**src/rtl/rc5_sched_pkg.sv**
```systemverilog
// rc5_sched_pkg: shared types and defaults for the RC5 job scheduler.
// FSM state encoding, op encodings and default parameter values.
package rc5_sched_pkg;

  localparam int W_DEF       = 32;
  localparam int TAG_W_DEF   = 4;
  localparam int TIMEOUT_DEF = 1024;

  localparam logic OP_CIPHER   = 1'b0;
  localparam logic OP_DECIPHER = 1'b1;

  typedef enum logic [1:0] {
    S_IDLE = 2'd0,
    S_RUN  = 2'd1,
    S_RESP = 2'd2
  } sched_state_e;

endpackage

```
**src/rtl/rr_arbiter2.sv**
```systemverilog
// rr_arbiter2: two-way round-robin grant, purely combinational.
// ptr names the requester that wins when both are valid.
module rr_arbiter2 (
  input  logic [1:0] valid,
  input  logic       ptr,
  output logic [1:0] grant
);

  // One-hot grant; contention resolved by ptr.
  always_comb begin
    grant = 2'b00;
    unique case (valid)
      2'b01:   grant = 2'b01;
      2'b10:   grant = 2'b10;
      2'b11:   grant = ptr ? 2'b10 : 2'b01;
      default: grant = 2'b00;
    endcase
  end

endmodule

```
**src/rtl/rc5_job_scheduler.sv**
```systemverilog
// rc5_job_scheduler: accepts RC5 jobs from two requesters, one in flight.
// Define RC5_SCHED_TIMEOUT_EN to add a RUN-state watchdog (rsp_err).
module rc5_job_scheduler
  import rc5_sched_pkg::*;
#(
  parameter int W       = W_DEF,
  parameter int TAG_W   = TAG_W_DEF,
  parameter int TIMEOUT = TIMEOUT_DEF
) (
  input  logic             clk,
  input  logic             rst,
  input  logic [1:0]       req_valid,
  output logic [1:0]       req_ready,
  input  logic [1:0]       req_dec,
  input  logic [2*W-1:0]   req_a,
  input  logic [2*W-1:0]   req_b,
  input  logic [2*TAG_W-1:0] req_tag,
  output logic             rsp_valid,
  input  logic             rsp_ready,
  output logic             rsp_id,
  output logic [TAG_W-1:0] rsp_tag,
  output logic             rsp_err,
  output logic [W-1:0]     rsp_a,
  output logic [W-1:0]     rsp_b,
  output logic             o_start_cipher,
  output logic             o_start_decipher,
  output logic [W-1:0]     o_a,
  output logic [W-1:0]     o_b,
  input  logic             i_done_cipher,
  input  logic             i_done_decipher,
  input  logic [W-1:0]     i_a_cipher,
  input  logic [W-1:0]     i_b_cipher,
  input  logic [W-1:0]     i_a_decipher,
  input  logic [W-1:0]     i_b_decipher,
  output logic             o_key_busy
);

  if (TIMEOUT < 1) begin : g_bad_timeout
    $error("rc5_job_scheduler: TIMEOUT must be >= 1");
  end

  sched_state_e r_state;
  sched_state_e w_state_nxt;

  logic             r_ptr;
  logic             r_op;
  logic             r_id;
  logic [W-1:0]     r_a;
  logic [W-1:0]     r_b;
  logic [TAG_W-1:0] r_tag;
  logic [W-1:0]     r_rsp_a;
  logic [W-1:0]     r_rsp_b;

  logic [1:0]       w_grant;
  logic             w_id;
  logic             w_accept;
  logic             w_done;
  logic             w_to_hit;
  logic             w_load_job;
  logic             w_load_rsp;
  logic             w_timeout;

  rr_arbiter2 u_arb (
    .valid (req_valid),
    .ptr   (r_ptr),
    .grant (w_grant)
  );

  // Grant is visible only while idle and out of reset.
  assign req_ready = (r_state == S_IDLE && rst)
                   ? w_grant : 2'b00;
  assign w_accept  = |(req_valid & req_ready);
  assign w_id      = req_ready[1];

  // Only the done of the latched op may end RUN.
  assign w_done = (r_op == OP_DECIPHER)
                ? i_done_decipher : i_done_cipher;

  assign rsp_id  = r_id;
  assign rsp_tag = r_tag;
  assign rsp_a   = r_rsp_a;
  assign rsp_b   = r_rsp_b;
  assign o_a     = r_a;
  assign o_b     = r_b;

`ifdef RC5_SCHED_TIMEOUT_EN
  localparam int CNT_W = $clog2(TIMEOUT + 1);

  logic [CNT_W-1:0] r_cnt;
  logic             r_err;

  // RUN-cycle counter, restarted for every accepted job.
  always_ff @(posedge clk or negedge rst) begin
    if (!rst) begin
      r_cnt <= '0;
    end else if (w_load_job) begin
      r_cnt <= '0;
    end else if (r_state == S_RUN) begin
      r_cnt <= r_cnt + 1'b1;
    end
  end

  // Error flag travels with the response it belongs to.
  always_ff @(posedge clk or negedge rst) begin
    if (!rst) begin
      r_err <= 1'b0;
    end else if (w_load_rsp) begin
      r_err <= 1'b0;
    end else if (w_timeout) begin
      r_err <= 1'b1;
    end
  end

  assign w_to_hit = (r_cnt == CNT_W'(TIMEOUT - 1));
  assign rsp_err  = r_err;
`else
  assign w_to_hit = 1'b0;
  assign rsp_err  = 1'b0;
`endif

  // State register.
  always_ff @(posedge clk or negedge rst) begin
    if (!rst) begin
      r_state <= S_IDLE;
    end else begin
      r_state <= w_state_nxt;
    end
  end

  // Next state, load strobes and state-decoded outputs.
  always_comb begin
    w_state_nxt      = r_state;
    w_load_job       = 1'b0;
    w_load_rsp       = 1'b0;
    w_timeout        = 1'b0;
    o_start_cipher   = 1'b0;
    o_start_decipher = 1'b0;
    rsp_valid        = 1'b0;
    o_key_busy       = 1'b1;
    unique case (r_state)
      S_IDLE: begin
        o_key_busy = 1'b0;
        if (w_accept) begin
          w_state_nxt = S_RUN;
          w_load_job  = 1'b1;
        end
      end
      S_RUN: begin
        o_start_cipher   = (r_op == OP_CIPHER);
        o_start_decipher = (r_op == OP_DECIPHER);
        if (w_done) begin
          w_state_nxt = S_RESP;
          w_load_rsp  = 1'b1;
        end else if (w_to_hit) begin
          w_state_nxt = S_RESP;
          w_timeout   = 1'b1;
        end
      end
      S_RESP: begin
        rsp_valid = 1'b1;
        if (rsp_ready) begin
          w_state_nxt = S_IDLE;
        end
      end
      default: begin
        w_state_nxt = S_IDLE;
      end
    endcase
  end

  // Job latch on accept, result capture on done or timeout.
  always_ff @(posedge clk or negedge rst) begin
    if (!rst) begin
      r_ptr   <= 1'b0;
      r_op    <= OP_CIPHER;
      r_id    <= 1'b0;
      r_a     <= '0;
      r_b     <= '0;
      r_tag   <= '0;
      r_rsp_a <= '0;
      r_rsp_b <= '0;
    end else begin
      if (w_load_job) begin
        r_ptr <= ~w_id;
        r_id  <= w_id;
        r_op  <= req_dec[w_id];
        r_a   <= w_id ? req_a[2*W-1:W] : req_a[W-1:0];
        r_b   <= w_id ? req_b[2*W-1:W] : req_b[W-1:0];
        r_tag <= w_id ? req_tag[2*TAG_W-1:TAG_W]
                      : req_tag[TAG_W-1:0];
      end
      if (w_load_rsp) begin
        r_rsp_a <= (r_op == OP_DECIPHER)
                 ? i_a_decipher : i_a_cipher;
        r_rsp_b <= (r_op == OP_DECIPHER)
                 ? i_b_decipher : i_b_cipher;
      end
      if (w_timeout) begin
        r_rsp_a <= '0;
        r_rsp_b <= '0;
      end
    end
  end

endmodule

```
**config.mk**
```make
export PLATFORM = sky130hd
export DESIGN_NAME = rc5_job_scheduler
export DESIGN_NICKNAME = d
export VERILOG_FILES = /design/src/rtl/rc5_sched_pkg.sv /design/src/rtl/rr_arbiter2.sv /design/src/rtl/rc5_job_scheduler.sv
export SDC_FILE = /design/constraint.sdc
export NUM_CORES = 1
export LEC_CHECK = 0
export ABC_AREA = 1
export ABC_CLOCK_PERIOD_IN_PS = 3400
export BUFFER_PORTS_ARGS = -buffer_cell sky130_fd_sc_hd__buf_2
export CORE_AREA = 2 2 161 163
export CTS_BUF_LIST = sky130_fd_sc_hd__clkbuf_8
export DETAILED_ROUTE_END_ITERATION = 8
export DIE_AREA = 0 0 163 165
export GPL_ROUTABILITY_DRIVEN = 0
export PLACE_DENSITY = 0.51
export RECOVER_POWER = 25
export SETUP_SLACK_MARGIN = 0.1
export SYNTH_ARGS = -nofsm -noshare
export SYNTH_HDL_FRONTEND = slang
export SYNTH_SLANG_ARGS = --single-unit
```
**constraint.sdc**
```tcl
create_clock -name clk -period 3.4 [get_ports clk]
set_input_delay 0 -clock clk [delete_from_list [all_inputs] [get_ports clk]]
set_output_delay 0 -clock clk [all_outputs]
set_load 0.03 [all_outputs]
```
==> results of run 1 <==
-- final timing paths --
kind / slack (ps) / depth (start not counted) / to / start
max: 850 / 4 / rsp_b[18] / r_op
max reg2reg: 850 / 4 / rsp_b[18] / r_op
min: 290 / 3 / r_state[1] / rsp_ready
max in group asynchronous: 1480 / 3 / r_op / rst
min in group asynchronous: 730 / 3 / o_a[25] / rst
min reg2reg: 480 / 2 / rsp_id / rsp_id
-- routing by layer --
layer	part of all wire (%)	GRT usage, %	vias to the layer above
li1	-	-	3590
met1	41	19.69	3328
met2	50	31.64	284
met3	7.3	4.746	26
met4	1.8	5.632	0
met5	0	0	-
-- report_power, final --
group	leakage, nW	total (mW)	internal [mW]	switching, mW
combinational	4.20	5.46	2.24	3.22
clock	0.195	1.37	0.677	0.693
sequential	1.71	2.89	2.40	0.492
-- sequential cells by signal, indices dropped and copies added (netlist names) --
register  flops
o_a          32
o_b          32
r_op          1
r_ptr         1
r_state       2
rsp_a        32
rsp_b        32
rsp_id        1
rsp_tag       4
-- final cells by class --
type	count	area (µm²)	area share, %
Clock buffer	18	247.7	2.129
Multi-Input combinational cell	495	2501	21.49
Inverter	16	60.06	0.5160
Sequential cell	137	3432	29.49
Timing Repair Buffer	692	4835	41.54
Tap cell	330	412.9	3.548
Clock inverter	14	150.1	1.290
-- logic make-up after synthesis --
logic type | synth area share [%]
AO/OA/AOI/OAI | 5.952
other | 0.05986
flip-flops | 54.72
buffers and inverters | 5.592
AND/OR/NAND/NOR | 23.45
multiplexers | 10.23
-- through the flow --
stage / utilization, % / cells
floorplan: - / 692
global placement: 34.07 / 1397
detailed placement: 34.07 / 1397
CTS: 46.57 / 1702
global route: 46.49 / 1702
finish: 46.49 / 1702
-- layout by cell type (no fill, tap or decap), types with 8 or more instances in the layout --
master / n
mux2i_1: 64
inv_1: 13
clkbuf_1: 8
o21ai_1: 10
nand2_1: 276
buf_2: 403
o21ai_0: 56
dlygate4sd3_1: 273
nand3_1: 73
dfrtp_1: 136
clkbuf_8: 18
-- critical path: cells and delay by family (launching register included) --
kind	cells	cell delay, ps
buffers and inverters	2	1170
muxes	1	290
DFF	1	800
AOI/OAI and AO/OA	1	80
-- repair_timing --
item                      in CTS  in global routing
gates resized for setup        0                  0
hold buffers                 273                  0
hold endpoints to repair     274                  0
==> impl_metrics.tcl, run 1 <==
set metrics [dict create \
    outcome "finished with violations" \
    violations "capacitance limit, slew limit" \
    yosys.area.top_type "dfrtp_1" \
    synth_edf_count 0 \
    layout-drive-gt1-share_pct 33.09 \
    slew_headroom_pct -10.78 \
    drt_first_iter_violations 300 \
    crit_required_ps 3670 \
    crit_type "reg -> reg" \
    clockBufferDepth 2 \
    grt-ovfl-total 0 \
    syn_inst 692 \
    total_power_mw 9.717 \
    htreeDepth 4 \
    power.density_nw_per_um2 834.8 \
    syn2layout_area_growth_pct 85.78 \
    start_util_pct 25.02 \
    leakage_nw 6.099 \
    wire_per_inst_um 14.13 \
    synth_cell_type_count 24 \
    crit_fanout 35 \
    worstSetupEndpointType "flop" \
    tightest_slew_ps 1662 \
    postLayoutCellArea_um2 11640 \
    fmax_mhz 392.1 \
    grt_pass1_wl_mm 36.88 \
    die_h_um 165 \
    ys_ff_latch 137 \
    pin_count 413 \
    grt_max_degree 130 \
    yosys_warnings 0 \
    hold_ws_ps 285.8 \
    yosys.area.top_type_share_pct 54.72 \
    num-nets-final 1632 \
    postCtsSetupRepairBufs 0 \
    core_um2 25040 \
    clk_latency_ps 440 \
    grt_usage_pct 17.38 \
    crit_path_max_incr_delay_ps 800 \
    first_pass_iters 4 \
    slew_viol_final 129 \
    drv_cap 2 \
    critPathArrivalTime_ps 2820 \
    drt-total-wl_mm 24.06 \
    rsz0062_at_grt "no" \
    finalSetupTns_ps 0 \
    critPathSlowestCell "dfrtp_4" \
    min_period_ps 2550 \
    synth.area.top_cells "dfrtp_1 (55%), nand2_1 (17%), mux2i_1 (10%)" \
    hp-class "in -> reg" \
    num_vias 7228 \
    hold_viol 0 \
    setup_viol 0 \
    grt_pass1_vias 7542 \
    synth_flop_cell "dfrtp_1" \
    fill_cells 2427 \
    avgSynthCellArea_um2 9.053 \
    synth_most_common_cell "nand2_1" \
    antenna_cells 0 \
    yosysSeqAreaShare_pct 54.72 \
    clock-sinks 137 \
    placed_cell_area_um2 8529 \
    dpl.hpwl_mm 15.71 \
    port_buffers 411 \
    syn_area_um2 6265 \
    skew_ps 13.70 \
    tritoncts "done" \
    clockRootBuffer "clkbuf_8" \
    num_rows 58 \
    fin_crit_sh_pct 75.01 \
    synthArstFlopShare_pct 100.0 \
    dieArea_um2 26900 \
    finalWorstSetupSlack_ps 849.6 \
    synthTopCellsByCount "nand2_1 (277), dfrtp_1 (137), nand3_1 (73)" \
    peakVddDrop_uv 396.7 \
    path_cells "buf_4 -> mux2i_1 -> dlygate4sd3_1 -> o21ai_0" \
    ant_nets 0 \
    drc 0 \
    start_kind "flop" \
    die_w_um 163 \
    cts_buffers 17 \
    antenna_found_initial 0 \
    avgViaCountPerCell 4.247 \
    synth_fp_nets 965 \
    place_ws_ps 1092 \
    clk_pin_slew_ps 80 \
]
Power figures use the tool's default switching activity.
==> inputs of run 2 (changes only) <==
- ABC_CLOCK_PERIOD_IN_PS: 3400 -> 2440
- clock period: 3.4 -> 2.44 ns (I/O delays scaled with it)
==> run 2 against run 1 <==
Compared with the run above: non-clock buffer count is 5 higher; clock skew is 9.1 ps higher; final area is 1.1% higher; final cell count is 0.12% higher; combinational power is 45% higher; largest power group unchanged; the flow now finishes without violations; sequential power is 36% higher; count of clock-buffer cells in the layout is 1 lower; hold slack better by 21 ps; wire length is 1.6% higher.
==> impl_metrics.tcl, run 2 (synthesized netlist as in run 1, its figures left out) <==
set metrics [dict create \
    die_h_um 165 \
    port_buffers 411 \
    dp_cells 1398 \
    power.density_nw_per_um2 1177 \
    avgViaCountPerCell 4.309 \
    peakVddDrop_uv 545.4 \
    finalSetupTns_ps 0 \
    most-common-layout-cells "buf_2 (410), nand2_1 (275), dlygate4sd3_1 (273), dfrtp_1 (136), nand3_1 (73)" \
    grt_max_degree 63 \
    min_period_ps 2286 \
    hold_viol 0 \
    dpl.hpwl_mm 15.55 \
    start_kind "input pin" \
    dieArea_um2 26900 \
    worstHoldStart "rsp_ready" \
    critPathSlowestCell "dlygate4sd3_1" \
    core_um2 25040 \
    die_w_um 163 \
    fin_cells 1704 \
    clockBufferDepth 2 \
    slew_viol_final 0 \
    fmax_mhz 437.5 \
    grt-ovfl-total 0 \
    grt_usage_pct 17.52 \
    leakage_nw 6.174 \
    antenna_found_initial 0 \
    start_util_pct 25.02 \
    crit_path_max_incr_delay_ps 570 \
    clockRootBuffer "clkbuf_8" \
    antenna_cells 0 \
    hp-class "in -> reg" \
    worstSetupEndpointType "flop" \
    critPathArrivalTime_ps 2640 \
    fin_crit_sh_pct 93.67 \
    rsz0062_at_grt "yes" \
    cpMostUsedCell "dlygate4sd3_1" \
    layout-drive-gt1-share_pct 33.92 \
    crit_type "in -> reg" \
    first_pass_iters 5 \
    final_common_cell "buf_2" \
    hold_ws_ps 307.2 \
    drv_cap 0 \
    skew_ps 22.77 \
    drt_first_iter_violations 345 \
    clock-sinks 137 \
    clk_pin_slew_ps 80 \
    crit_fanout 47 \
    wire_per_inst_um 14.35 \
    num-nets-final 1637 \
    htreeDepth 4 \
    path_cells "dlygate4sd3_1 -> clkbuf_1 -> inv_1 -> nor2_4 -> nand2_4 -> inv_4 -> buf_12 -> nand2_1 -> nand3_1 -> dlygate4sd3_1" \
    cts_buffers 17 \
    grt_pass1_wl_mm 37.16 \
    clk_latency_ps 440 \
    slew_headroom_pct 3.473 \
    pin_count 413 \
    grt_pass1_vias 7576 \
    num_vias 7342 \
    r2r-start "r_state[0]" \
    setup_viol 0 \
    outcome "complete, no violations" \
    fill_cells 2347 \
    drc 0 \
    critical_path.startpoint "rst" \
    num_rows 58 \
    tightest_slew_ps 1448 \
    ant_nets 0 \
    syn2layout_area_growth_pct 87.84 \
    tritoncts "done" \
    drt-total-wl_mm 24.45 \
    crit_required_ps 2800 \
]
[run 2: report_power, final]
part	internal, mW	total (mW)	switching, mW
Clock	1.10	2.04	0.936
Combinational	3.24	7.89	4.65
Sequential	3.34	3.92	0.581
Total	7.68	13.8	6.17
[run 2: stage by stage]
stage	area (µm²)	power [mW]	setup slack, ps	utilization [%]
3_3_place_gp	8587	10.23	713.1	34.30
6_report	11770	13.85	154.4	47.00
4_1_cts	11760	13.88	120.7	46.98
2_1_floorplan	6265	8.256	1077	-
3_5_place_dp	8587	10.28	670.5	34.30
5_1_grt	11770	14.75	84.59	47.00
[run 2: area by class of cell]
| type | count | area, µm² | area share (%) |
|---|---|---|---|
| Clock inverter | 12 | 177.7 | 1.510 |
| Sequential cell | 137 | 3432 | 29.17 |
| Clock buffer | 17 | 234.0 | 1.988 |
| Tap cell | 330 | 412.9 | 3.509 |
| Inverter | 16 | 67.56 | 0.5742 |
| Multi-Input combinational cell | 495 | 2509 | 21.32 |
| Timing Repair Buffer | 697 | 4935 | 41.94 |
[run 2: layer usage]
layer  vias to the layer above  routed length (µm)  global-route usage, %
met4                         0                 379                  5.270
li1                       3601                   -                      -
met5                         -                   0                      0
met3                        23                1779                  3.893
met1                      3403                9965                  20.06
met2                       315               12330                  32.51
[run 2: path summary, 6_finish.rpt]
kind                         endpoint  cells past startpoint  slack, ps
min                        r_state[1]                      3        310
max in group asynchronous        r_op                      3        590
min in group asynchronous     o_a[22]                      3        810
max                           o_a[12]                     10        150
max reg2reg                   o_a[12]                      9        190
min reg2reg                rsp_tag[3]                      2        480
[run 2: worst max-delay path, delay by kind of cell]
family / cells / cell delay [ps]
buffers and inverters: 6 / 2050
AND/OR/NAND/NOR: 4 / 530
[run 2: timing repair]
action / 4_1_cts / 5_1_grt
endpoints found under the hold margin: 216 / 0
buffers inserted: 0 / 3
gates resized for setup: 0 / 10
setup endpoints to repair: 0 / 66
hold buffers: 275 / 0
